[config.mk]
export PLATFORM = sky130hd
export DESIGN_NAME = pc_fetch_ctrl
export DESIGN_NICKNAME = d
export VERILOG_FILES = /design/src/rtl/pc_pkg.sv /design/src/rtl/pc_next_sel.sv /design/src/rtl/pc_fetch_ctrl.sv
export SDC_FILE = /design/constraint.sdc
export NUM_CORES = 1
export LEC_CHECK = 0
export ABC_AREA = 1
export CORE_MARGIN = 2
export CORE_UTILIZATION = 45
export DETAILED_ROUTE_END_ITERATION = 10
export HOLD_SLACK_MARGIN = 0.1
export PLACE_DENSITY = 0.73
export SLEW_MARGIN = 20
export SYNTH_ARGS = -nofsm -noshare
export SYNTH_HDL_FRONTEND = slang
export SYNTH_SLANG_ARGS = --single-unit
[constraint.sdc]
create_clock -name clk -period 7 [get_ports clk]
set_input_delay 2.1 -clock clk [delete_from_list [all_inputs] [get_ports clk]]
set_output_delay 2.1 -clock clk [all_outputs]
set_load 0.03 [all_outputs]
[src/rtl/pc_pkg.sv]
// Shared constants for the PC fetch stage: FSM encoding, IM address width, default reset PC.
package pc_pkg;

  localparam int unsigned IM_AW = 10;
  localparam logic [31:0] DEFAULT_RESET_PC = 32'h0000_0000;

  typedef enum logic [1:0] {
    ST_RUN   = 2'b00,
    ST_HALT  = 2'b01,
    ST_FAULT = 2'b10
  } state_e;

endpackage

[src/rtl/pc_next_sel.sv]
// Next-PC target computation, priority select (jr > jump > branch > seq) and legality flag.
module pc_next_sel
  import pc_pkg::*;
#(
  parameter int unsigned IM_WORDS = 32
) (
  input  logic [31:0] pc,
  input  logic        branch_taken,
  input  logic        jump,
  input  logic        jr,
  input  logic [15:0] imm16,
  input  logic [25:0] target26,
  input  logic [31:0] rs_data,
  output logic [31:0] pc_plus4_c,
  output logic [31:0] target_c,
  output logic        legal_c
);

  // One past the last legal byte address; 33 bits so a full 4 GiB range cannot overflow.
  localparam logic [32:0] PC_LIMIT = 33'(IM_WORDS) << 2;

  logic [31:0] br_c;
  logic [31:0] jmp_c;

  assign pc_plus4_c = pc + 32'd4;
  assign br_c       = pc_plus4_c + {{14{imm16[15]}}, imm16, 2'b00};
  assign jmp_c      = {pc_plus4_c[31:28], target26, 2'b00};

  always_comb begin
    target_c = pc_plus4_c;
    if (jr)                target_c = rs_data;
    else if (jump)         target_c = jmp_c;
    else if (branch_taken) target_c = br_c;
  end

  assign legal_c = (target_c[1:0] == 2'b00) && ({1'b0, target_c} < PC_LIMIT);

endmodule

[src/rtl/pc_fetch_ctrl.sv]
// PC register and run/halt/fault FSM of the fetch stage.
// Optional PC_PERF_CNT_EN adds saturating retired/redirect counters.
module pc_fetch_ctrl
  import pc_pkg::*;
#(
  parameter logic [31:0] RESET_PC = DEFAULT_RESET_PC,
  parameter int unsigned IM_WORDS = 32
) (
  input  logic             clk,
  input  logic             rst,
  input  logic             stall,
  input  logic             halt_req,
  input  logic             branch_taken,
  input  logic             jump,
  input  logic             jr,
  input  logic [15:0]      imm16,
  input  logic [25:0]      target26,
  input  logic [31:0]      rs_data,
  output logic [31:0]      pc,
  output logic [31:0]      pc_plus4,
  output logic [IM_AW-1:0] PCaddr,
`ifdef PC_PERF_CNT_EN
  output logic [31:0]      retired_cnt,
  output logic [31:0]      redirect_cnt,
`endif
  output logic [1:0]       state,
  output logic             fault
);

  state_e      state_q;
  logic [31:0] target_c;
  logic        legal_c;

  pc_next_sel #(
    .IM_WORDS(IM_WORDS)
  ) u_next_sel (
    .pc          (pc),
    .branch_taken(branch_taken),
    .jump        (jump),
    .jr          (jr),
    .imm16       (imm16),
    .target26    (target26),
    .rs_data     (rs_data),
    .pc_plus4_c  (pc_plus4),
    .target_c    (target_c),
    .legal_c     (legal_c)
  );

  assign state  = state_q;
  assign PCaddr = pc[IM_AW+1:2];

  // PC register and FSM; an illegal target freezes pc and latches FAULT.
  always_ff @(posedge clk or posedge rst) begin
    if (rst) begin
      pc      <= RESET_PC;
      state_q <= ST_RUN;
      fault   <= 1'b0;
    end else begin
      unique case (state_q)
        ST_RUN: begin
          if (halt_req) begin
            state_q <= ST_HALT;
          end else if (!stall) begin
            if (legal_c) begin
              pc <= target_c;
            end else begin
              state_q <= ST_FAULT;
              fault   <= 1'b1;
            end
          end
        end
        ST_HALT, ST_FAULT: begin
        end
        default: begin
          state_q <= ST_FAULT;
          fault   <= 1'b1;
        end
      endcase
    end
  end

`ifdef PC_PERF_CNT_EN
  logic upd_c;
  logic redir_c;

  assign upd_c   = (state_q == ST_RUN) && !halt_req && !stall && legal_c;
  assign redir_c = jr | jump | branch_taken;

  // Saturating event counters.
  always_ff @(posedge clk or posedge rst) begin
    if (rst) begin
      retired_cnt  <= 32'd0;
      redirect_cnt <= 32'd0;
    end else if (upd_c) begin
      if (retired_cnt != 32'hFFFF_FFFF) retired_cnt <= retired_cnt + 32'd1;
      if (redir_c && (redirect_cnt != 32'hFFFF_FFFF)) redirect_cnt <= redirect_cnt + 32'd1;
    end
  end
`endif

endmodule

==> results.py <==
metrics = {
    "outcome": {
        "outcome": "finished, final reports clean",
    },
    "placement": {
        "gpl.final_weighted_congestion": 0.930,
        "place_worst_setup_slack_ns": 1.25,
        "numPlacedInstances": 1368,
        "hpwl_mm": 16.5,
        "portBuffers": 157,
    },
    "grt": {
        "grt-ovfl-total": 0,
        "initial_antenna_violation_count": 1,
        "grt_pass1_wl_mm": 31.5,
        "global_route.usage.total_pct": 29.7,
        "grt_max_degree": 38,
        "via_count_of_the_first_global_routing_pass": 6364,
    },
    "clocking": {
        "ctsHtreeMaxLevel": 2,
        "cts_repair_resize_count": 0,
        "cts_tree": "built",
        "insertion_delay_ns": 0.28,
        "max-clock-path-buffers": 2,
        "clock_sink_count": 35,
        "ctsHoldBuffers": 0,
        "post-cts-setup-buffer-count": 0,
        "clk_pin_slew_ns": 0.06,
        "cts_made_buffers": 5,
        "clockRootBuffer": "sky130_fd_sc_hd__clkbuf_16",
    },
    "finish": {
        "final_net_count": 1321,
        "layout.cells.most_common": "sky130_fd_sc_hd__nand2_1",
        "post_layout_nonfiller_instances": 1376,
        "final_core_util_pct": 61.2,
        "regArea_um2": 876,
        "final_cell_mix": "sky130_fd_sc_hd__nand2_1, sky130_fd_sc_hd__inv_1, sky130_fd_sc_hd__clkdlybuf4s50_1, sky130_fd_sc_hd__nor2_1, sky130_fd_sc_hd__nand3_1",
        "multi_input_comb_area_mm2": 0.00382,
        "layout-drive-gt1-share_pct": 3.73,
        "fillCellCount": 1296,
        "area.growth.synth_to_final_pct": 31.3,
        "antenna-diode-count": 0,
    },
    "yosys": {
        "yosysSeqAreaShare_pct": 15.5,
        "netlist_instances": 1069,
        "number_of_nets_in_the_synthesized_netlist": 1183,
        "syn-cell-area_mm2": 0.00564,
        "synth.largest_area_cell": "sky130_fd_sc_hd__nand2_1",
        "synth.area.top_cells": "sky130_fd_sc_hd__nand2_1, sky130_fd_sc_hd__dfrtp_1, sky130_fd_sc_hd__inv_1",
        "avgSynthCellArea_um2": 5.28,
        "synthDominantCellAreaShare_pct": 27.8,
        "yosys_register_bits": 35,
        "synth.distinct_cells": 39,
        "yosys_warning_total": 0,
    },
    "die": {
        "effective_utilization_at_floorplan_pct": 46.6,
        "std_cell_rows": 40,
        "die-area_mm2": 0.0134,
        "die_h_um": 116,
        "pin_count": 158,
        "core_region_area_mm2": 0.0121,
        "die_width_um": 116,
    },
    "drt": {
        "vias": 6928,
        "first_pass_iters": 5,
        "finalWirelength_mm": 19.7,
        "residual_drc_count": 0,
        "drt-wirelength-per-cell_um": 14.3,
        "vias_per_cell": 5.03,
        "detailedRoute.firstIterationViolations": 545,
        "ant_nets": 0,
    },
    "timing": {
        "tightestPinTransition_ns": 0.943,
        "final_slew_violations": 0,
        "slew_headroom_pct": 36.9,
        "setup_violations": 0,
        "rsz0062_at_grt": "no",
        "layout_setup_ws_ns": 1.46,
        "layout_worst_path_cycle_share_pct": 79.2,
        "max_freq_mhz": 180,
        "final.setup_skew_ns": 0.00396,
        "totalNegativeSetupSlack_ns": 0,
        "post-route-min-period_ns": 5.54,
        "hold_viol": 0,
    },
    "setup_path": {
        "critPathKind": "in2reg",
        "category_of_the_worst_setup_path_launch_point": "input port",
        "timing.critical_path.fanout_max": 37,
        "required_time_reported_for_the_critical_path_endpoint_ns": 7.15,
        "regToRegSetupSlack_ns": 2.36,
        "crit_path_end_kind": "flop",
        "worst_ep_arrival_time_ns": 5.69,
        "r2r.worst_path.cells": 25,
        "worst_r2r_startpoint": "pc[2]",
        "crit-reg2reg-capture": "pc[4]",
    },
    "power_and_ir_drop": {
        "vdd.ir_drop.worst_v": 0.000148,
        "power_density_mw_per_mm2": 77.5,
        "p_leak_uw": 0.00407,
        "report.power.total_uw": 574,
    },
    "run": {
        "drv.max_cap_violation_count": 0,
    },
    "worst_hold_path": {
        "holdCritPathClass": "reg2reg",
        "min_delay_path_depth": 2,
        "worst_hold_startpoint": "fault",
        "hold-path-endpoint": "fault",
    },
}
==> flip-flops by register name, indices dropped and copies added, names as in the netlist <==
signal / cells
pc: 32
state: 2
fault: 1
==> critical path, stage by stage <==
cell	delay, ns
sky130_fd_sc_hd__clkdlybuf4s50_1	0.92
sky130_fd_sc_hd__inv_2	0.29
sky130_fd_sc_hd__nor2_1	0.51
sky130_fd_sc_hd__inv_2	0.14
sky130_fd_sc_hd__o22ai_1	0.17
sky130_fd_sc_hd__inv_1	0.07
sky130_fd_sc_hd__nand2_1	0.07
sky130_fd_sc_hd__nand2_1	0.05
sky130_fd_sc_hd__nor2_1	0.10
sky130_fd_sc_hd__nand3_1	0.08
sky130_fd_sc_hd__nor3_1	0.27
sky130_fd_sc_hd__nand2_1	0.12
sky130_fd_sc_hd__nor2_2	0.18
sky130_fd_sc_hd__nand3_4	0.34
sky130_fd_sc_hd__nand2_1	0.18
sky130_fd_sc_hd__o21ai_2	0.07
==> worst max path at each step <==
stage                   start  endpoint  slack [ns]  depth (start not counted)
floorplan            imm16[0]     pc[8]        2.70                         21
global placement         jump     pc[4]        1.28                         16
detailed placement       jump     pc[4]        1.25                         16
CTS                      jump     pc[4]        1.54                         16
global route        imm16[15]     pc[5]        1.15                         20
finish                   jump     pc[4]        1.46                         16
==> logic make-up after synthesis <==
family / after synthesis / share of synthesized area [%]
adder cells (fa/ha/maj): 33 / 7.45
XOR/XNOR: 7 / 1.09
buffers and inverters: 233 / 16.8
AO/OA/AOI/OAI: 89 / 9.14
AND/OR/NAND/NOR: 672 / 50.0
flip-flops: 35 / 15.5
==> per-stage QoR <==
step	hold WS, ns	instance area (um^2)
final	0.479	7410
after global routing	0.512	7410
after CTS	0.484	7410
after detailed placement	0.469	7260
after global placement	0.448	7260
after floorplan	0.641	5640
==> layout make-up <==
type | count | area share (%)
inverter | 204 | 10.3
sequential | 35 | 11.8
clock inverter | 3 | 0.270
clock buffer | 5 | 1.69
timing repair buffer | 160 | 21.5
tap | 168 | 2.84
multi-input combinational | 801 | 51.5
==> synth_stat cells <==
cell,number
sky130_fd_sc_hd__nand2_1,418
sky130_fd_sc_hd__inv_1,191
sky130_fd_sc_hd__nor2_1,100
sky130_fd_sc_hd__nand3_1,90
sky130_fd_sc_hd__a21oi_1,43
sky130_fd_sc_hd__dfrtp_1,35
sky130_fd_sc_hd__ha_1,32
sky130_fd_sc_hd__nand4_1,17
sky130_fd_sc_hd__o21ai_0,15
sky130_fd_sc_hd__buf_4,12
sky130_fd_sc_hd__inv_2,10
sky130_fd_sc_hd__nor3_1,9
sky130_fd_sc_hd__and2_1,8
sky130_fd_sc_hd__nand3b_1,8
sky130_fd_sc_hd__o21bai_1,8
sky130_fd_sc_hd__or2_2,8
sky130_fd_sc_hd__clkbuf_1,7
sky130_fd_sc_hd__o22ai_1,6
sky130_fd_sc_hd__buf_2,5
sky130_fd_sc_hd__nand2_2,5
sky130_fd_sc_hd__xor2_1,5
sky130_fd_sc_hd__nor2_2,4
sky130_fd_sc_hd__a22oi_1,3
sky130_fd_sc_hd__buf_6,3
sky130_fd_sc_hd__clkinv_1,3
sky130_fd_sc_hd__nor2_4,3
sky130_fd_sc_hd__o21ai_1,3
sky130_fd_sc_hd__o21ai_2,3
sky130_fd_sc_hd__a21o_1,2
sky130_fd_sc_hd__a221oi_1,2
sky130_fd_sc_hd__buf_1,2
sky130_fd_sc_hd__xnor2_1,2
sky130_fd_sc_hd__a21boi_0,1
sky130_fd_sc_hd__a21boi_1,1
sky130_fd_sc_hd__a22o_1,1
sky130_fd_sc_hd__and3_1,1
sky130_fd_sc_hd__fa_1,1
sky130_fd_sc_hd__nand3_4,1
sky130_fd_sc_hd__o21a_1,1
==> metal layers <==
layer  vias up  part of all wire (%)  GRT usage [%]
li1       3560                     -              -
met1      3072                    45           41.1
met2       257                    46           49.4
met3        37                   6.8           2.46
met4         2                   2.3           9.13
met5         -                 0.066              0
==> power by group <==
| group | internal [uW] | total, uW | switching (uW) |
|---|---|---|---|
| Sequential | 202 | 202 | 0 |
| Combinational | 74.3 | 159 | 84.8 |
| Clock | 131 | 213 | 81.8 |
| Total | 407 | 574 | 167 |
No activity file was read; power rests on OpenSTA's default activity.
